--- config.mk ---
export PLATFORM = sky130hd
export DESIGN_NAME = uartm_rx_bittimer_flat
export DESIGN_NICKNAME = d
export VERILOG_FILES = /design/src/rtl/uartm_rx_bittimer_if.sv /design/src/rtl/uartm_rx_bittimer.sv /design/src/flat_wrapper.sv
export SDC_FILE = /design/constraint.sdc
export NUM_CORES = 1
export LEC_CHECK = 0
export CAP_MARGIN = 10
export CORE_ASPECT_RATIO = 1.25
export CORE_MARGIN = 1.5
export CORE_UTILIZATION = 53
export CTS_BUF_LIST = sky130_fd_sc_hd__clkbuf_8 sky130_fd_sc_hd__clkbuf_16
export CTS_CLUSTER_DIAMETER = 120
export DETAILED_ROUTE_END_ITERATION = 7
export GPL_TIMING_DRIVEN = 0
export PLACE_DENSITY = 0.95
export SETUP_SLACK_MARGIN = 0.4
export SYNTH_ARGS = -nofsm -noshare
export SYNTH_HDL_FRONTEND = slang
export SYNTH_SLANG_ARGS = --single-unit
--- constraint.sdc ---
create_clock -name hclk -period 4.8 [get_ports hclk]
set_input_delay 0.96 -clock hclk [delete_from_list [all_inputs] [get_ports hclk]]
set_output_delay 0.96 -clock hclk [all_outputs]
set_load 0.005 [all_outputs]
--- src/rtl/uartm_rx_bittimer_if.sv ---
// Bundle of the serial-receive timing signals shared between the bit timer
// and its environment.
//   slave  : the bit timer (consumes line + config, produces timing outputs)
//   master : whoever drives the line/config and watches the timing outputs
// fsm_state exposes the timer's internal state for observation.
interface uartm_rx_bittimer_if;
    logic        RX;
    logic [31:0] uartm_baud;
    logic [31:0] uartm_ctl;
    logic [7:0]  uartm_dw;
    logic [7:0]  uartm_plw;
    logic        rx_bit;
    logic        sample_data_bit;
    logic [7:0]  bit_cnt;
    logic        rx_busy;
    logic        frame_err;
    logic        parity_err;
    logic [2:0]  fsm_state;

    modport master (
        output RX, uartm_baud, uartm_ctl, uartm_dw, uartm_plw,
        input  rx_bit, sample_data_bit, bit_cnt, rx_busy, frame_err, parity_err, fsm_state
    );

    modport slave (
        input  RX, uartm_baud, uartm_ctl, uartm_dw, uartm_plw,
        output rx_bit, sample_data_bit, bit_cnt, rx_busy, frame_err, parity_err, fsm_state
    );
endinterface

--- src/rtl/uartm_rx_bittimer.sv ---
// UART receive bit timer: synchronizes RX, detects the start edge, times each
// bit with a baud counter and flags mid-bit sample points plus stop-bit
// framing and parity errors.
// Optional feature: define UARTM_RX_START_FILTER_EN to reject false starts
// (line back high at the middle of the start bit).
// Handshake: there is no valid/ready pair; sample_data_bit, frame_err and
// parity_err are single-cycle strobes that the consumer must take on the
// cycle they are high, with rx_bit/bit_cnt qualifying sample_data_bit.
module uartm_rx_bittimer (
    input  logic               hclk,
    input  logic               hresetn,
    uartm_rx_bittimer_if.slave bus
);
    typedef enum logic [2:0] {
        IDLE  = 3'd0,
        START = 3'd1,
        DATA  = 3'd2,
        STOP  = 3'd3,
        DONE  = 3'd4
    } state_t;

    state_t      state, state_n;
    logic        rx_s1, rx_bit, rx_d;
    logic [1:0]  fill;
    logic [15:0] baud_cnt, baud_cnt_n;
    logic [15:0] cpb_q, cpb_n;
    logic [7:0]  bit_cnt, bit_cnt_n;
    logic [7:0]  plw_q, plw_n;
    logic        par_en_q, par_en_n;
    logic        par_even_q, par_even_n;
    logic        acc, acc_n;
    logic        frame_err, frame_err_n;
    logic        parity_err, parity_err_n;
    logic        sample;
    logic        start_edge, mid_bit, bit_end;
    logic        unused_cfg;

    // The data-bit count is implied by plw; the upper baud/ctl bits are don't-care.
    assign unused_cfg = ^{bus.uartm_baud[31:16], bus.uartm_ctl[31:4],
                          bus.uartm_ctl[1:0], bus.uartm_dw};

    // Line synchronizer plus edge-detect flop; fill tracks how many stages hold real samples.
    always_ff @(posedge hclk or negedge hresetn) begin
        if (!hresetn) begin
            rx_s1  <= 1'b1;
            rx_bit <= 1'b1;
            rx_d   <= 1'b1;
            fill   <= 2'd0;
        end else begin
            rx_s1  <= bus.RX;
            rx_bit <= rx_s1;
            rx_d   <= rx_bit;
            if (fill != 2'd3) fill <= fill + 2'd1;
        end
    end

    // The reset value 1 in the chain is not a real line level, so a line that
    // is already low at reset release must not look like a falling edge.
    assign start_edge = (fill == 2'd3) && !rx_bit && rx_d;
    assign mid_bit    = (baud_cnt == {1'b0, cpb_q[15:1]});
    assign bit_end    = (baud_cnt == cpb_q - 16'd1);

    // State and frame registers.
    always_ff @(posedge hclk or negedge hresetn) begin
        if (!hresetn) begin
            state      <= IDLE;
            baud_cnt   <= 16'd0;
            bit_cnt    <= 8'd0;
            cpb_q      <= 16'd0;
            plw_q      <= 8'd0;
            par_en_q   <= 1'b0;
            par_even_q <= 1'b0;
            acc        <= 1'b0;
            frame_err  <= 1'b0;
            parity_err <= 1'b0;
        end else begin
            state      <= state_n;
            baud_cnt   <= baud_cnt_n;
            bit_cnt    <= bit_cnt_n;
            cpb_q      <= cpb_n;
            plw_q      <= plw_n;
            par_en_q   <= par_en_n;
            par_even_q <= par_even_n;
            acc        <= acc_n;
            frame_err  <= frame_err_n;
            parity_err <= parity_err_n;
        end
    end

    // Next-state, counter and strobe logic; configuration is frozen at the start edge.
    always_comb begin
        state_n      = state;
        baud_cnt_n   = bit_end ? 16'd0 : baud_cnt + 16'd1;
        bit_cnt_n    = bit_cnt;
        cpb_n        = cpb_q;
        plw_n        = plw_q;
        par_en_n     = par_en_q;
        par_even_n   = par_even_q;
        acc_n        = acc;
        frame_err_n  = 1'b0;
        parity_err_n = 1'b0;
        sample       = 1'b0;
        case (state)
            IDLE: begin
                baud_cnt_n = 16'd0;
                bit_cnt_n  = 8'd0;
                if (start_edge) begin
                    state_n    = START;
                    acc_n      = 1'b0;
                    cpb_n      = bus.uartm_baud[15:0];
                    plw_n      = bus.uartm_plw;
                    par_en_n   = bus.uartm_ctl[2];
                    par_even_n = bus.uartm_ctl[3];
                end
            end
            START: begin
`ifdef UARTM_RX_START_FILTER_EN
                if (mid_bit && rx_bit) begin
                    state_n    = IDLE;
                    baud_cnt_n = 16'd0;
                end else
`endif
                if (bit_end) begin
                    state_n   = DATA;
                    bit_cnt_n = 8'd1;
                end
            end
            DATA: begin
                if (mid_bit) begin
                    sample = 1'b1;
                    acc_n  = acc ^ rx_bit;
                end
                if (bit_end) begin
                    if (bit_cnt == plw_q - 8'd1) state_n = STOP;
                    else                         bit_cnt_n = bit_cnt + 8'd1;
                end
            end
            STOP: begin
                if (mid_bit) begin
                    state_n      = DONE;
                    bit_cnt_n    = plw_q;
                    frame_err_n  = !rx_bit;
                    parity_err_n = par_en_q && (acc != (par_even_q ? 1'b0 : 1'b1));
                end
            end
            DONE: begin
                state_n    = IDLE;
                bit_cnt_n  = 8'd0;
                baud_cnt_n = 16'd0;
            end
            default: begin
                state_n    = IDLE;
                bit_cnt_n  = 8'd0;
                baud_cnt_n = 16'd0;
            end
        endcase
    end

    assign bus.rx_bit          = rx_bit;
    assign bus.sample_data_bit = sample;
    assign bus.bit_cnt         = bit_cnt;
    assign bus.rx_busy         = (state != IDLE);
    assign bus.frame_err       = frame_err;
    assign bus.parity_err      = parity_err;
    assign bus.fsm_state       = state;
endmodule

--- src/flat_wrapper.sv ---
// flat-port wrapper written by rule: the top's interface ports become plain ports
module uartm_rx_bittimer_flat 
  (hclk, hresetn, bus_RX, bus_uartm_baud, bus_uartm_ctl, bus_uartm_dw, bus_uartm_plw, bus_rx_bit, bus_sample_data_bit, bus_bit_cnt, bus_rx_busy, bus_frame_err, bus_parity_err, bus_fsm_state);
  uartm_rx_bittimer_if bus_i ();
  input  logic hclk;
  input  logic hresetn;
  input wire logic [$bits(bus_i.RX)-1:0] bus_RX;
  input wire logic [$bits(bus_i.uartm_baud)-1:0] bus_uartm_baud;
  input wire logic [$bits(bus_i.uartm_ctl)-1:0] bus_uartm_ctl;
  input wire logic [$bits(bus_i.uartm_dw)-1:0] bus_uartm_dw;
  input wire logic [$bits(bus_i.uartm_plw)-1:0] bus_uartm_plw;
  output wire logic [$bits(bus_i.rx_bit)-1:0] bus_rx_bit;
  output wire logic [$bits(bus_i.sample_data_bit)-1:0] bus_sample_data_bit;
  output wire logic [$bits(bus_i.bit_cnt)-1:0] bus_bit_cnt;
  output wire logic [$bits(bus_i.rx_busy)-1:0] bus_rx_busy;
  output wire logic [$bits(bus_i.frame_err)-1:0] bus_frame_err;
  output wire logic [$bits(bus_i.parity_err)-1:0] bus_parity_err;
  output wire logic [$bits(bus_i.fsm_state)-1:0] bus_fsm_state;
  assign bus_i.RX = bus_RX;
  assign bus_i.uartm_baud = bus_uartm_baud;
  assign bus_i.uartm_ctl = bus_uartm_ctl;
  assign bus_i.uartm_dw = bus_uartm_dw;
  assign bus_i.uartm_plw = bus_uartm_plw;
  assign bus_rx_bit = bus_i.rx_bit;
  assign bus_sample_data_bit = bus_i.sample_data_bit;
  assign bus_bit_cnt = bus_i.bit_cnt;
  assign bus_rx_busy = bus_i.rx_busy;
  assign bus_frame_err = bus_i.frame_err;
  assign bus_parity_err = bus_i.parity_err;
  assign bus_fsm_state = bus_i.fsm_state;
  uartm_rx_bittimer u_core (.hclk(hclk), .hresetn(hresetn), .bus(bus_i));
endmodule
==> impl_metrics.json, run 1 <==
{
  "status": "completed",
  "drt_iter0_drc": 175,
  "cts_tree": "yes",
  "clock-sinks": 61,
  "root_buffer": "clkbuf_8",
  "postCtsSetupBuffers": 0,
  "synth_edf_count": 0,
  "worstPathRequired_ns": 3.84,
  "slowest_stage": "nor4_1",
  "cap_viol_max_count": 0,
  "antenna_found_initial": 0,
  "hp-class": "flip-flop to flip-flop",
  "fin_crit_sh_pct": 84.44,
  "synth_nets": 484,
  "synthAdderAreaFrac_pct": 1.646,
  "die_y_um": 97.69,
  "multiInputGateArea_um2": 2101,
  "rsz0062_at_grt": "false",
  "peakVddDrop_uv": 284.3,
  "synth-simple-area-share_pct": 21.26,
  "ys_warn_count": 0,
  "dp_hpwl_um": 6424,
  "critPathTopFamily": "simple AND/OR/NAND/NOR gates",
  "clockBufferDepth": 2,
  "routed_wl_um": 8909,
  "dieArea_um2": 7692,
  "synth_seq_cells": 61,
  "rows": 34,
  "grt_max_degree": 43,
  "skew_ns": 0.01011,
  "p_comb_share_pct": 37.3,
  "dr.pass1.iters": 6,
  "synthCells": 396,
  "synth.area.mux_share_pct": 8.525,
  "cp_cell_sequence": "clkbuf_1, xor2_1, or4_1, nor4_1, and2_1, clkdlybuf4s50_1",
  "fillers": 510,
  "crit_path_max_fanout": 10,
  "period_needed_ns": 4.053,
  "p_leak_nw": 1.816,
  "dpl.cell_count": 531,
  "setup_viol": 0,
  "drive_gt1_share_pct": 14.44,
  "cp_slowest_stage_delay_ns": 0.69,
  "ys.flop_type": "dfrtp_1",
  "finalInstanceArea_um2": 4546,
  "yosysMostFrequentCell": "dfrtp_1",
  "num_vias": 3263,
  "grt_pass1_wl_um": 15040,
  "power.share.clock_pct": 22.7,
  "cts_buffers": 9,
  "tightest_slew_ns": 1.056,
  "ant_nets": 0,
  "grt_remaining_overflow": 0,
  "layout_setup_ws_ns": 0.7469,
  "cts_hold_buf": 0,
  "synth_commonest_cells": "dfrtp_1 (58), nor2_1 (38), xnor2_1 (34), mux2_2 (27), nand2_1 (27)",
  "cts-resized-gates": 0,
  "grt.total_usage_pct": 25.17,
  "synth_largest_area_cell": "dfrtp_1",
  "slew_viol_final": 0,
  "io_buffer_count": 44,
  "ys_seq_area_share_pct": 40.26,
  "power.share.switching_pct": 37.53,
  "insertedDiodeCount": 0,
  "place_area_um2": 4369,
  "netlist_area_um2": 3801,
  "seqPwrFrac_pct": 40.0,
  "drc": 0,
  "die_w_um": 78.75,
  "gp_congestion": 0.8959,
  "fmaxAchievable_ghz": 0.2467,
  "dpl_worst_slack_ns": 1.192,
  "area_growth_pct": 19.59,
  "synth_compound_area_share_pct": 10.93,
  "fin_nets": 540,
  "synth_top_family_by_area": "simple AND/OR/NAND/NOR gates",
  "fin_tns_setup_ns": 0,
  "yosys.cell_types.count": 56,
  "grt_pass1_vias": 3199,
  "coreArea_um2": 6934,
  "p_int_mw": 1.134,
  "synth_xor_area_share_pct": 12.90,
  "synth.top_cells.by_area": "dfrtp_1 (38%), mux2_2 (8.0%), xnor2_1 (7.8%)",
  "crit_type": "flip-flop to output port",
  "vias_per_cell": 5.965,
  "p_per_area_nw_per_um2": 399.5,
  "cp.arrival_ns": 3.09,
  "startpoint_type": "flip-flop",
  "boundaryPins": 99,
  "htree_num_levels": 3,
  "wire_per_inst_um": 16.29,
  "cp-end-kind": "output port",
  "hold_violations": 0,
  "path_buf_inv": 2,
  "p_sw_mw": 0.6814,
  "async_flop_share_pct": 100.0,
  "regArea_um2": 1530,
  "yosysTopAreaCellShare_pct": 38.18,
  "layoutNonFillerInstCount": 547,
  "clkLatencyLatePin_ns": 0.35,
  "initial_utilization_pct": 54.82,
  "clk_pin_slew_ns": 0.07,
  "synth.avg_cell_area_um2": 9.599,
  "slew_headroom_pct": 29.48
}
[registers in the layout, summed over array words and instances, names as in the netlist]
| signal | cells |
|---|---|
| u_core.baud_cnt | 16 |
| u_core.cpb_q | 16 |
| u_core.bus.bit_cnt | 8 |
| u_core.plw_q | 8 |
| u_core.bus.fsm_state | 3 |
| u_core.fill | 2 |
| u_core.acc | 1 |
| u_core.bus.frame_err | 1 |
| u_core.bus.parity_err | 1 |
| u_core.bus.rx_bit | 1 |
| u_core.par_en_q | 1 |
| u_core.par_even_q | 1 |
| u_core.rx_d | 1 |
| u_core.rx_s1 | 1 |
[power groups by stage]
stage               Clock (mW)  Combinational [mW]  Sequential, mW
global placement             0               0.626           0.722
detailed placement           0               0.664           0.729
global route             0.444               0.744           0.736
CTS                      0.420               0.669           0.721
finish                   0.412               0.678           0.726
floorplan                    0               0.510           0.696
[cell families after synthesis]
| family | after synthesis |
|---|---|
| flip-flops | 61 |
| AO/OA/AOI/OAI | 54 |
| adder cells (fa/ha/maj) | 5 |
| AND/OR/NAND/NOR | 151 |
| XOR/XNOR | 56 |
| buffers and inverters | 40 |
| multiplexers | 29 |
[worst reg2reg max path, cell delays in order, from the launching register on]
cell and delay, ns:
dfrtp_1 0.47, inv_1 0.11, ha_1 0.23, or3b_2 0.52
nor3_1 0.34, mux2_2 0.38, mux2i_1 0.17, nand4_1 0.25
nor2_1 0.31, or3_1 0.16, clkbuf_2 0.20, buf_4 0.21
nor2_1 0.06
[through the flow]
step                      hold WS [ns]  power [mW]  util (%)
final                           0.3580       1.816     65.55
after global routing            0.3620       1.924     65.55
after CTS                       0.3601       1.810     65.55
after detailed placement        0.3494       1.393     63.01
after global placement          0.3455       1.348     62.79
after floorplan                 0.3452       1.206         -
[cell usage in the layout (no fill, tap or decap), types with 11 or more instances in the layout]
cell	count
dfrtp_1	58
clkdlybuf4s50_1	43
nor2_1	38
xnor2_1	34
nand2_1	27
mux2_2	27
clkbuf_1	25
xor2_1	22
nand3_1	16
o21ai_0	14
inv_1	11
[final timing paths]
kind / from / endpoint / slack [ns] / depth (start not counted)
max: u_core.baud_cnt[8] / bus_sample_data_bit / 0.75 / 6
min: u_core.rx_s1 / u_core.bus.rx_bit / 0.36 / 0
max reg2reg: u_core.cpb_q[1] / u_core.baud_cnt[0] / 1.27 / 12
min reg2reg: u_core.rx_s1 / u_core.bus.rx_bit / 0.36 / 0
max in group asynchronous: hresetn / u_core.bus.rx_bit / 3.62 / 2
min in group asynchronous: hresetn / u_core.bus.frame_err / 0.56 / 1
[final cells by class]
| type | count | area share (%) |
|---|---|---|
| Sequential cell | 61 | 33.66 |
| Timing Repair Buffer | 45 | 10.02 |
| Inverter | 11 | 0.9083 |
| Clock buffer | 10 | 3.028 |
| Tap cell | 90 | 2.477 |
| Multi-Input combinational cell | 295 | 46.22 |
| Clock inverter | 6 | 0.8533 |
| Buffer | 29 | 2.835 |
[metal layers]
metal  track usage [%]  vias up  part of all wire (%)
li1                  -     1515                     -
met4             11.68        0                   3.3
met3             6.761       36                   7.4
met1             28.81     1557                    38
met5                 0        -                     0
met2             43.04      155                    51
Power figures use the tool's default switching activity.
==> run 2: changes to the inputs <==
- CORE_UTILIZATION: 53 -> 49
- PLACE_DENSITY: 0.95 -> 0.89
- clock period: 4.8 -> 3.95 ns (I/O delays scaled with it)
==> run 2 against run 1 <==
Routed wire length down 3.2%. Sequential share of layout area shrank 0.56 points. Sequential power rose by 21%. Count of clock-buffer cells in the layout stayed put. Power grew 26%. Setup slack got worse by 0.23 ns. Die area rose by 7.9%. First-iteration DRC count shrank 1.1%. Via count fell by 3.2%. Sequential cell count stayed put. Global-route usage down 2.5 points. Largest power group unchanged.
==> impl_metrics.json, run 2 (synthesis gave the netlist of run 1 again) <==
{
  "status": "completed",
  "boundaryPins": 99,
  "top_regs": "u_core.baud_cnt: 16 flops, u_core.cpb_q: 16 flops",
  "crit_path_max_fanout": 10,
  "num_vias": 3160,
  "p_per_area_nw_per_um2": 493.6,
  "fin_nets": 541,
  "clkLatencyLatePin_ns": 0.36,
  "root_buffer": "clkbuf_8",
  "drt_iter0_drc": 173,
  "htree_num_levels": 3,
  "dieArea_um2": 8298,
  "grt_pass1_vias": 3165,
  "dp_hpwl_um": 6325,
  "slew_viol_final": 0,
  "dr.pass1.iters": 5,
  "crit_type": "flip-flop to output port",
  "cts_tree": "yes",
  "final_common_cell": "dfrtp_1",
  "clockBufferDepth": 2,
  "peakVddDrop_uv": 330.6,
  "cp-end-kind": "output port",
  "setup_viol": 0,
  "initial_utilization_pct": 51.06,
  "io_buffer_count": 44,
  "coreArea_um2": 7445,
  "cts_buffers": 9,
  "tightest_slew_ns": 1.029,
  "slowest_stage": "or4_1",
  "ant_nets": 0,
  "path_buf_inv": 2,
  "rsz0062_at_grt": "false",
  "slew_headroom_pct": 31.28,
  "cap_viol_max_count": 0,
  "clock-sinks": 61,
  "grt_max_degree": 34,
  "worstPathRequired_ns": 3.16,
  "rows": 35,
  "critPathTopFamily": "simple AND/OR/NAND/NOR gates",
  "drc": 0,
  "die_w_um": 81.78,
  "skew_ns": 0.01231,
  "routed_wl_um": 8627,
  "mostFrequentLayoutCells": "dfrtp_1 (58), clkdlybuf4s50_1 (43), nor2_1 (38)",
  "die_y_um": 101.5,
  "hold_violations": 0,
  "grt_remaining_overflow": 0,
  "fmaxAchievable_ghz": 0.2909,
  "p_leak_nw": 1.857,
  "hold_slack_ns": 0.3677,
  "cts_hold_buf": 0,
  "antenna_found_initial": 0,
  "grt.total_usage_pct": 22.66,
  "fin_crit_sh_pct": 87.04,
  "drive_gt1_share_pct": 15.72,
  "insertedDiodeCount": 0,
  "cp.arrival_ns": 2.65,
  "wire_per_inst_um": 15.69,
  "hp-class": "flip-flop to flip-flop",
  "vias_per_cell": 5.745,
  "startpoint_type": "flip-flop",
  "cp_slowest_stage_delay_ns": 0.52,
  "gp_congestion": 0.9009,
  "period_needed_ns": 3.438,
  "clk_pin_slew_ns": 0.08,
  "cp_cell_sequence": "clkbuf_2, xor2_1, or4_1, nor4_4, and2_1, clkdlybuf4s50_1",
  "fin_tns_setup_ns": 0,
  "area_growth_pct": 21.59,
  "grt_pass1_wl_um": 14260
}
==> run 2: area by class of cell <==
| class | count | area [µm²] |
|---|---|---|
| fill | 593 | 2823 |
| multi-input combinational | 295 | 2138 |
| inverter | 11 | 41.29 |
| clock inverter | 6 | 63.81 |
| timing repair buffer | 46 | 462.9 |
| clock buffer | 10 | 137.6 |
| tap | 92 | 115.1 |
| sequential | 61 | 1530 |
| buffer | 29 | 132.6 |
==> run 2: worst register-to-register path: stages, from the launching register on <==
cell	delay [ns]
dfrtp_1	0.46
inv_1	0.11
ha_1	0.14
clkbuf_1	0.27
or4b_2	0.61
a211oi_1	0.28
o21ai_0	0.21
a2111oi_4	0.36
nor2_1	0.09
a211o_2	0.43
mux2_2	0.29
==> run 2: per-layer routing <==
layer	global-route usage [%]	vias to the layer above	routed length (µm)
met5	0	-	0
met4	13.43	0	302
met3	3.694	27	458
met2	39.97	118	4524
met1	25.11	1502	3342
li1	-	1513	-
==> run 2: final timing paths <==
check | end | startpoint | slack (ns) | depth (start not counted)
max | bus_sample_data_bit | u_core.baud_cnt[8] | 0.51 | 6
min | u_core.bus.rx_bit | u_core.rx_s1 | 0.37 | 0
min reg2reg | u_core.bus.rx_bit | u_core.rx_s1 | 0.37 | 0
max reg2reg | u_core.bus.bit_cnt[1] | u_core.plw_q[0] | 0.59 | 10
min in group asynchronous | u_core.par_en_q | hresetn | 0.46 | 1
max in group asynchronous | u_core.rx_d | hresetn | 2.82 | 2
==> run 2: power breakdown <==
group	switching [mW]	total (mW)	internal [mW]
logic	0.436	0.837	0.401
registers	0.136	0.876	0.740
clock network	0.262	0.568	0.307
==> run 2: repair_timing <==
| item | CTS | global route |
|---|---|---|
| gates resized for setup | 4 | 6 |
| endpoints found under the hold margin | 0 | 0 |
| setup endpoints to repair | 1 | 5 |
| setup buffers | 0 | 1 |
| pin swaps | 0 | 1 |
==> run 2: metrics by stage <==
step / power (mW) / util [%] / std cells / setup slack (ns) / cell area (µm²)
2_1_floorplan: 1.465 / - / 396 / 0.9295 / 3801
3_3_place_gp: 1.648 / 58.52 / 532 / 0.2132 / 4357
3_5_place_dp: 1.692 / 58.72 / 533 / 0.5096 / 4372
4_1_cts: 2.282 / 61.71 / 549 / 0.4699 / 4594
5_1_grt: 2.437 / 62.08 / 550 / 0.4191 / 4622
6_report: 2.281 / 62.08 / 550 / 0.5121 / 4622
==> run 3: changes to the inputs <==
- SLEW_MARGIN: not set -> 10
==> run 3 against run 2 <==
Utilization fell by 0.18 points. Count of clock-buffer cells in the layout down 1. Sequential power hardly changed. First-iteration DRC count fell by 14%. Maximum frequency down 1.3%. Die area unchanged. Critical endpoint unchanged. Global-route usage grew 0.15 points. Power fell by 0.57%. Sequential cell count unchanged. Worst hold slack worse by 0.0033 ns. Cell count decreased by 0.18%.
==> impl_metrics.json, run 3 (synthesis gave the netlist of run 1 again) <==
{
  "clkLatencyLatePin_ns": 0.36,
  "drc": 0,
  "hold_violations": 0,
  "crit_path_max_fanout": 8,
  "hp-class": "flip-flop to flip-flop",
  "dp_hpwl_um": 6242,
  "boundaryPins": 99,
  "crit_type": "flip-flop to output port",
  "p_int_mw": 1.426,
  "cap_viol_max_count": 0,
  "worstPathRequired_ns": 3.16,
  "clk_pin_slew_ns": 0.07,
  "drt_iter0_drc": 148,
  "layoutNonFillerInstCount": 549,
  "cp.arrival_ns": 2.69,
  "vias_per_cell": 5.763,
  "die_y_um": 101.5,
  "io_buffer_count": 44,
  "grt_max_degree": 62,
  "status": "completed",
  "fin_nets": 540,
  "antenna_found_initial": 0,
  "p_comb_share_pct": 37.0,
  "fin_crit_sh_pct": 88.16,
  "finalPower_mw": 2.268,
  "gp_congestion": 0.9009,
  "dr.pass1.iters": 5,
  "clock-sinks": 61,
  "htree_num_levels": 3,
  "p_sw_mw": 0.8427,
  "dieArea_um2": 8298,
  "hold_slack_ns": 0.3644,
  "die_w_um": 81.78,
  "dpl.cell_count": 532,
  "startpoint_type": "flip-flop",
  "area_growth_pct": 21.23,
  "slew_viol_final": 0,
  "final_common_cell": "dfrtp_1",
  "num_vias": 3164,
  "top_regs": "u_core.baud_cnt: 16 flops, u_core.cpb_q: 16 flops",
  "initial_utilization_pct": 51.06,
  "fillers": 605,
  "p_per_area_nw_per_um2": 492.2,
  "clockBufferDepth": 2,
  "power.share.switching_pct": 37.15,
  "slew_headroom_pct": 33.76,
  "grt_remaining_overflow": 0,
  "drive_gt1_share_pct": 15.97,
  "power.share.clock_pct": 24.3,
  "cts_buffers": 9,
  "fmaxAchievable_ghz": 0.2872,
  "dpl_worst_slack_ns": 0.4773,
  "fin_tns_setup_ns": 0,
  "rsz0062_at_grt": "false",
  "mostFrequentLayoutCells": "dfrtp_1 (58), clkdlybuf4s50_1 (43), nor2_1 (38)",
  "coreArea_um2": 7445,
  "peakVddDrop_uv": 311.3,
  "routed_wl_um": 8730,
  "period_needed_ns": 3.482,
  "rows": 35,
  "cts_tree": "yes",
  "layout_setup_ws_ns": 0.4676,
  "ant_nets": 0,
  "insertedDiodeCount": 0,
  "tightest_slew_ns": 0.9914,
  "setup_viol": 0,
  "root_buffer": "clkbuf_8",
  "cp-end-kind": "output port",
  "seqPwrFrac_pct": 38.7,
  "grt.total_usage_pct": 22.81,
  "p_leak_nw": 1.845,
  "grt_pass1_vias": 3153,
  "skew_ns": 0.008408,
  "wire_per_inst_um": 15.90,
  "grt_pass1_wl_um": 14340
}
[run 3: cell count changes in the layout (fill, tap and decap cells not counted)]
cell / delta
clkbuf_2: -2
and2_1: -1
and2_4: +1
buf_12: -1
buf_2: +1
buf_4: +1
clkbuf_8: -1
clkinv_2: +1
clkinv_4: -1
clkinvlp_4: +1
nor3_1: -1
nor3_4: +1
[run 3: metal layers]
layer / vias up / global-route usage [%] / share of wire (%)
met3: 26 / 4.414 / 4.5
li1: 1509 / - / -
met5: - / 0 / 0
met4: 0 / 11.99 / 3.1
met1: 1529 / 25.47 / 40
met2: 100 / 40.29 / 52
[run 3: cell type report]
cell class / count / area [µm²] / area share [%]
plain buffers: 29 / 132.6 / 2.878
clock buffers: 9 / 123.9 / 2.688
clock inverters: 7 / 67.56 / 1.466
inverters: 11 / 41.29 / 0.8960
multi-input cells: 295 / 2152 / 46.70
flip-flops and latches: 61 / 1530 / 33.21
well taps: 92 / 115.1 / 2.498
repair buffers: 45 / 445.4 / 9.666
[run 3: critical path, cell delays in order (launching register included)]
cell and delay, ns:
dfrtp_1 0.36, buf_2 0.16, xor2_1 0.16, or4_1 0.55
nor4_4 0.38, and2_4 0.22, clkdlybuf4s50_1 0.49
[run 3: power groups by stage]
stage	Sequential (mW)	Combinational [mW]	Clock, mW
3_5_place_dp	0.885	0.805	0
6_report	0.877	0.839	0.552
3_3_place_gp	0.880	0.768	0
2_1_floorplan	0.846	0.620	0
4_1_cts	0.874	0.825	0.565
5_1_grt	0.892	0.933	0.590
[run 3: per-stage QoR]
| step | util [%] | instance area (µm²) |
|---|---|---|
| 2_1_floorplan | - | 3801 |
| 3_3_place_gp | 58.52 | 4357 |
| 3_5_place_dp | 58.49 | 4354 |
| 4_1_cts | 61.34 | 4567 |
| 5_1_grt | 61.90 | 4608 |
| 6_report | 61.90 | 4608 |
[run 3: worst paths after layout]
check	endpoint	depth (start not counted)	start	slack, ns
min	u_core.bus.rx_bit	0	u_core.rx_s1	0.36
min reg2reg	u_core.bus.rx_bit	0	u_core.rx_s1	0.36
min in group asynchronous	u_core.fill[0]	1	hresetn	0.50
max in group asynchronous	u_core.cpb_q[1]	1	hresetn	2.94
max	bus_sample_data_bit	6	u_core.baud_cnt[13]	0.47
max reg2reg	u_core.bus.bit_cnt[1]	10	u_core.plw_q[0]	0.56
[run 3: repair_timing]
action	4_1_cts	5_1_grt
setup endpoints to repair	1	17
resized for setup	4	11
pin swaps	0	1
hold buffers	0	0
setup buffers	0	1
